$ cat src/rtl/vip_out_stream_if.sv
// Handshake bundle for the VIP output drain stage: FIFO read side plus
// the downstream valid/ready pixel stream with frame markers.
interface vip_out_stream_if #(
    parameter int DWIDTH = 24
);
    logic              enable;
    logic [DWIDTH-1:0] ff_rdata;
    logic              ff_empty;
    logic              ff_rdreq;
    logic [DWIDTH-1:0] out_data;
    logic              out_valid;
    logic              out_ready;
    logic              out_sof;
    logic              out_eol;
    logic              out_eof;
    logic              frame_done;
    logic [15:0]       frame_cnt;

    // Drain stage side.
    modport master (
        input  enable, ff_rdata, ff_empty, out_ready,
        output ff_rdreq, out_data, out_valid, out_sof, out_eol, out_eof,
               frame_done, frame_cnt
    );

    // Environment side: FIFO and pixel sink.
    modport slave (
        output enable, ff_rdata, ff_empty, out_ready,
        input  ff_rdreq, out_data, out_valid, out_sof, out_eol, out_eof,
               frame_done, frame_cnt
    );
endinterface

$ cat src/rtl/vip_out_stream.sv
// Output drain stage: reads a non-show-ahead FIFO into a 2-entry skid
// buffer and presents a valid/ready pixel stream tagged with SOF/EOL/EOF.
module vip_out_stream #(
    parameter int DWIDTH = 24,
    parameter int WIDTH  = 640,
    parameter int HEIGHT = 480
) (
    input  logic              clock,
    input  logic              reset,
    vip_out_stream_if.master  bus
);
    localparam int XW = (WIDTH  > 1) ? $clog2(WIDTH)  : 1;
    localparam int YW = (HEIGHT > 1) ? $clog2(HEIGHT) : 1;

    logic [DWIDTH-1:0] mem [2];
    logic              rd_ptr;
    logic              wr_ptr;
    logic [1:0]        occ;
    logic              inflight;
    logic [XW-1:0]     x;
    logic [YW-1:0]     y;
    logic [15:0]       frame_cnt;
    logic              frame_done;

    logic              out_valid;
    logic              pop;
    logic              last_x;
    logic              last_y;
    logic [2:0]        level;

    assign out_valid = (occ != 2'd0);
    assign pop       = out_valid & bus.out_ready;
    assign last_x    = (x == XW'(WIDTH - 1));
    assign last_y    = (y == YW'(HEIGHT - 1));

    // Occupancy the buffer will have once this cycle's landing word and pop
    // are applied; a new read is only safe if that leaves room for its data.
    assign level = {1'b0, occ} + {2'b00, inflight} - {2'b00, pop};

    // Gated with reset so the FIFO is never popped while the stage is held.
    assign bus.ff_rdreq = ~reset & bus.enable & ~bus.ff_empty & (level < 3'd2);

    assign bus.out_valid  = out_valid;
    assign bus.out_data   = mem[rd_ptr];
    assign bus.out_sof    = out_valid & (x == '0) & (y == '0);
    assign bus.out_eol    = out_valid & last_x;
    assign bus.out_eof    = out_valid & last_x & last_y;
    assign bus.frame_done = frame_done;
    assign bus.frame_cnt  = frame_cnt;

    // Skid buffer: capture the word read last cycle, advance head on pop.
    always_ff @(posedge clock or posedge reset) begin
        if (reset) begin
            mem[0]   <= '0;
            mem[1]   <= '0;
            rd_ptr   <= 1'b0;
            wr_ptr   <= 1'b0;
            occ      <= 2'd0;
            inflight <= 1'b0;
        end else begin
            inflight <= bus.ff_rdreq;
            if (inflight) begin
                mem[wr_ptr] <= bus.ff_rdata;
                wr_ptr      <= ~wr_ptr;
            end
            if (pop) rd_ptr <= ~rd_ptr;
            occ <= level[1:0];
        end
    end

    // Frame position tracking, advanced by each transferred beat.
    always_ff @(posedge clock or posedge reset) begin
        if (reset) begin
            x          <= '0;
            y          <= '0;
            frame_cnt  <= '0;
            frame_done <= 1'b0;
        end else begin
            frame_done <= pop & last_x & last_y;
            if (pop) begin
                if (last_x) begin
                    x <= '0;
                    if (last_y) begin
                        y         <= '0;
                        frame_cnt <= frame_cnt + 16'd1;
                    end else begin
                        y <= y + YW'(1);
                    end
                end else begin
                    x <= x + XW'(1);
                end
            end
        end
    end
endmodule

$ cat src/flat_wrapper.sv
// flat-port wrapper written by rule: the top's interface ports become plain ports
module vip_out_stream_flat 
#(
    parameter int DWIDTH = 24,
    parameter int WIDTH  = 640,
    parameter int HEIGHT = 480
)
  (clock, reset, bus_enable, bus_ff_rdata, bus_ff_empty, bus_out_ready, bus_ff_rdreq, bus_out_data, bus_out_valid, bus_out_sof, bus_out_eol, bus_out_eof, bus_frame_done, bus_frame_cnt);
  vip_out_stream_if #(.DWIDTH(DWIDTH)) bus_i ();
  input  logic clock;
  input  logic reset;
  input wire logic [$bits(bus_i.enable)-1:0] bus_enable;
  input wire logic [$bits(bus_i.ff_rdata)-1:0] bus_ff_rdata;
  input wire logic [$bits(bus_i.ff_empty)-1:0] bus_ff_empty;
  input wire logic [$bits(bus_i.out_ready)-1:0] bus_out_ready;
  output wire logic [$bits(bus_i.ff_rdreq)-1:0] bus_ff_rdreq;
  output wire logic [$bits(bus_i.out_data)-1:0] bus_out_data;
  output wire logic [$bits(bus_i.out_valid)-1:0] bus_out_valid;
  output wire logic [$bits(bus_i.out_sof)-1:0] bus_out_sof;
  output wire logic [$bits(bus_i.out_eol)-1:0] bus_out_eol;
  output wire logic [$bits(bus_i.out_eof)-1:0] bus_out_eof;
  output wire logic [$bits(bus_i.frame_done)-1:0] bus_frame_done;
  output wire logic [$bits(bus_i.frame_cnt)-1:0] bus_frame_cnt;
  assign bus_i.enable = bus_enable;
  assign bus_i.ff_rdata = bus_ff_rdata;
  assign bus_i.ff_empty = bus_ff_empty;
  assign bus_i.out_ready = bus_out_ready;
  assign bus_ff_rdreq = bus_i.ff_rdreq;
  assign bus_out_data = bus_i.out_data;
  assign bus_out_valid = bus_i.out_valid;
  assign bus_out_sof = bus_i.out_sof;
  assign bus_out_eol = bus_i.out_eol;
  assign bus_out_eof = bus_i.out_eof;
  assign bus_frame_done = bus_i.frame_done;
  assign bus_frame_cnt = bus_i.frame_cnt;
  vip_out_stream #(.DWIDTH(DWIDTH), .WIDTH(WIDTH), .HEIGHT(HEIGHT)) u_core (.clock(clock), .reset(reset), .bus(bus_i));
endmodule
$ cat config.mk
export PLATFORM = sky130hd
export DESIGN_NAME = vip_out_stream_flat
export DESIGN_NICKNAME = d
export VERILOG_FILES = /design/src/rtl/vip_out_stream_if.sv /design/src/rtl/vip_out_stream.sv /design/src/flat_wrapper.sv
export SDC_FILE = /design/constraint.sdc
export NUM_CORES = 1
export LEC_CHECK = 0
export BUFFER_PORTS_ARGS = -buffer_cell sky130_fd_sc_hd__buf_4
export CAP_MARGIN = 20
export CELL_PAD_IN_SITES_DETAIL_PLACEMENT = 0
export CELL_PAD_IN_SITES_GLOBAL_PLACEMENT = 1
export CORE_ASPECT_RATIO = 1.1
export CORE_MARGIN = 2
export CORE_UTILIZATION = 48
export DETAILED_ROUTE_END_ITERATION = 10
export PLACE_DENSITY_LB_ADDON = 0.05
export SLEW_MARGIN = 20
export SYNTH_ARGS = -nofsm -noshare
export SYNTH_HDL_FRONTEND = slang
export SYNTH_SLANG_ARGS = --single-unit
$ cat constraint.sdc
create_clock -name clock -period 11.5 [get_ports clock]
set_input_delay 2.3 -clock clock [delete_from_list [all_inputs] [get_ports clock]]
set_output_delay 2.3 -clock clock [all_outputs]
set_load 0.01 [all_outputs]
==> metrics.md <==
| Metric | Value |
|---|---|
| Final period util | `0.589` |
| CTS tree | `yes` |
| Pleak | `2.36 nW` |
| Wire per inst | `approximately 15 um` |
| VDD IR-drop max | `76.5 uV` |
| Grt met3 use | `0.0305` |
| Post-CTS Repair Setup Buffers | `0` |
| Mapped cell area | `4130 um^2` |
| Post-synth top cells | `89 x dfrtp_1, 74 x mux2_2, 17 x nand2_1, 16 x xnor2_1, 14 x nor2_1` |
| # IOs | `75` |
| Yosys Warn Count | `0` |
| Clock Sink Count | `between 80 and 90` |
| Synth Flop Type | `dfrtp_1` |
| Initial DRC count | `63` |
| Initial Utilization | `0.493` |
| R2R Path Start | `u_core.occ[1]` |
| Avg Synthesized Cell Area | `around 13 um^2` |
| Worst setup SP type | `input port` |
| Design Area, Final | `4970 um^2` |
| Endpoints failing setup | `0` |
| Area Overhead vs Synth | `20.5%` |
| Clock Latency Late Sink | `around 0.36 ns` |
| Most common cell in the netlist | `dfrtp_1` |
| FP Rows | `35` |
| Yosys top cell area share | `0.540` |
| Placed Area | `4790 um^2` |
| Vias per inst | `5.12` |
| Hold-fix buffers, CTS | `0` |
| Synthesized Nets | `roughly 360` |
| Input/output buffers | `74` |
| Switch Pwr | `0.339 mW` |
| Die ar. | `around 9400 um^2` |
| Detailed-route DRC error count | `0` |
| Largest net degree at the start of global routing | `56` |
| CTS H-tree lvls | `3` |
| Vias | `2632` |
| RD Place Congestion | `0.766` |
| Total CTS buffers | `9` |
| WP buf/inv | `4` |
| DRT Pass-1 Iters | `4` |
| Max-cap violations | `0` |
| Grt total ovfl | `0` |
| Die Ht | `101 um` |
| Antenna diodes | `0` |
| Number of antenna violations at the first check in global routing | `0` |
| Final setup TNS | `0 ns` |
| Grt met1 use | `0.235` |
| Final Hold Fails | `0` |
| Register area share after synthesis | `0.540` |
| Hold Crit Start | `u_core.rd_ptr` |
| Root buffer cell | `clkbuf_8` |
| Fin crit period | `around 6.8 ns` |
| Maximum root-to-sink buffer count | `2` |
| Final core occ | `0.594` |
| WS Path Type | `in -> out` |
| Leading area contributor after synthesis | `dfrtp_1` |
| Synth Register Bits | `89` |
| CP required | `9.20 ns` |
| Netlist cell types | `40` |
| Pint | `around 0.73 mW` |
| Placeable Area | `8360 um^2` |
| Layout cells sized above 1 | `0.449` |
| Sequential share of power | `0.440` |
| First-pass GRT wire length | `13100 um` |
| Grt met2 use | `0.295` |
| Post-CTS Resized | `0` |
| Die W | `about 90 um` |
| Worst path slowest cell | `fa_1` |
| Cell Chain, Critical Path | `buf_4 -> o21ai_1 -> inv_1 -> ha_1 -> inv_1 -> ha_1 -> fa_1 -> xor2_1 -> and4_1 -> buf_4` |
| Crit path max-delay family | `adder cells` |
| Vias in the first global route | `2700` |
| Hold WC Path Type | `reg -> reg` |
| Async S/R FF share, synth | `1.00` |
| Status | `finished, final reports clean` |
| Critical Path Source | `bus_out_ready` |
| Crit-path max FO | `8` |
| Max_slew headroom | `0.410` |
| Least-Margin Pin Slew | `0.878 ns` |
| Crit-path max cell delay | `0.38 ns` |
| CP arrival | `4.47 ns` |
| Synth area leaders | `dfrtp_1 54%, mux2_2 20%, xnor2_1 3.4%` |
| RSZ-0062 raised after global routing | `false` |
| Gr usage total | `0.179` |
| Cell count after synthesis | `about 320` |
| Post-synth EDFFs | `0` |
| Clock share of power | `0.185` |
| GRT busiest layer | `met2` |
| Max Freq | `0.148 GHz` |
| Final WL | `a little under 8000 um` |
| Fin nets | `435` |
| Final Max Tran Viols | `0` |
| Sw frac | `0.316` |
| Antenna-violating nets left | `0` |
| Combinational fraction of design power | `0.374` |
| Critical Path Sink Type | `output port` |
| Pwr/cell area | `216 nW/um^2` |
| Detailed placer's ending HPWL | `5400 um` |
| Worst Clk Skew | `0.00956 ns` |
| Clk slew on worst S/H paths | `0.09 ns` |
-- worst paths after layout --
path	to	slack [ns]	depth (start not counted)
max	bus_ff_rdreq	4.73	10
min	u_core.rd_ptr	0.48	1
max reg2reg	u_core.inflight	8.84	8
min reg2reg	u_core.rd_ptr	0.48	1
max in group asynchronous	u_core.mem[44]	8.40	3
min in group asynchronous	u_core.mem[40]	2.00	2
-- cells by family after synthesis --
logic type | share of synthesized area
and+or+nand+nor | 0.122
buffers and inverters | 0.0273
adders and majority gates | 0.0261
DFF | 0.540
muxes | 0.202
xor gates and xnor gates | 0.0630
AOI/OAI and AO/OA | 0.0203
-- metal layers --
layer	routed length [um]	up-vias
met5	0	-
met4	108	0
met3	303	9
met2	3900	43
met1	3570	1302
li1	-	1278
-- final cells by class --
cell class	instances	area, um^2
clock buffers	10	128
clock inverters	6	50.0
fillers	733	3390
inverters	13	50.0
multi-input cells	207	1790
flip-flops and latches	89	2230
well taps	111	139
repair buffers	78	586
-- flip-flops by register name (all words and copies together) (netlist names) --
name	count
u_core.y	9
u_core.bus.frame_cnt	16
u_core.mem	48
u_core.rd_ptr	1
u_core.wr_ptr	1
u_core.occ	2
u_core.inflight	1
u_core.x	10
u_core.bus.frame_done	1
-- cell usage in the layout (no fill, tap or decap), types with 2 or more instances in the layout --
master and instances:
o21ai_0 8, and2_1 3, nand3_2 3, inv_1 12, nand2_1 16, nor4b_1 2, xnor2_2 2, nor4_1 3
or3_1 2, nand4_1 6, nor3_1 6, and4_1 3, nand2b_1 2, nand3_1 10, xor2_1 10, clkinvlp_4 2
nor2_1 14, dfrtp_1 89, nand4_4 2, ha_1 7, xnor2_1 16, buf_4 78, mux2_2 74, clkbuf_8 9
a31oi_1 3, inv_6 3
-- worst register-to-register path: cells and delay by family (launching register included) --
kind	cells	cell delay, ns
AOI/OAI and AO/OA	1	0.56
xor gates and xnor gates	1	0.17
adders and majority gates	3	0.90
buffers and inverters	2	0.29
DFF	1	0.43
and+or+nand+nor	1	0.21
-- power groups by stage --
stage	Sequential [mW]	Clock, mW	Combinational, mW
after CTS	0.473	0.204	0.409
after global routing	0.489	0.219	0.437
after floorplan	0.461	0	0.263
final	0.473	0.199	0.402
after global placement	0.473	0	0.402
after detailed placement	0.479	0	0.408
-- metrics by stage --
stage          std cells  worst slack (ns)  hold slack (ns)  power (mW)
6_report             514              4.73            0.479        1.07
5_1_grt              514              4.50            0.511        1.14
4_1_cts              514              4.73            0.485        1.09
3_5_place_dp         498              4.72            0.468       0.886
3_3_place_gp         498              4.77            0.466       0.875
2_1_floorplan        322              4.53            0.463       0.724
(Power assumes the default switching activity.)
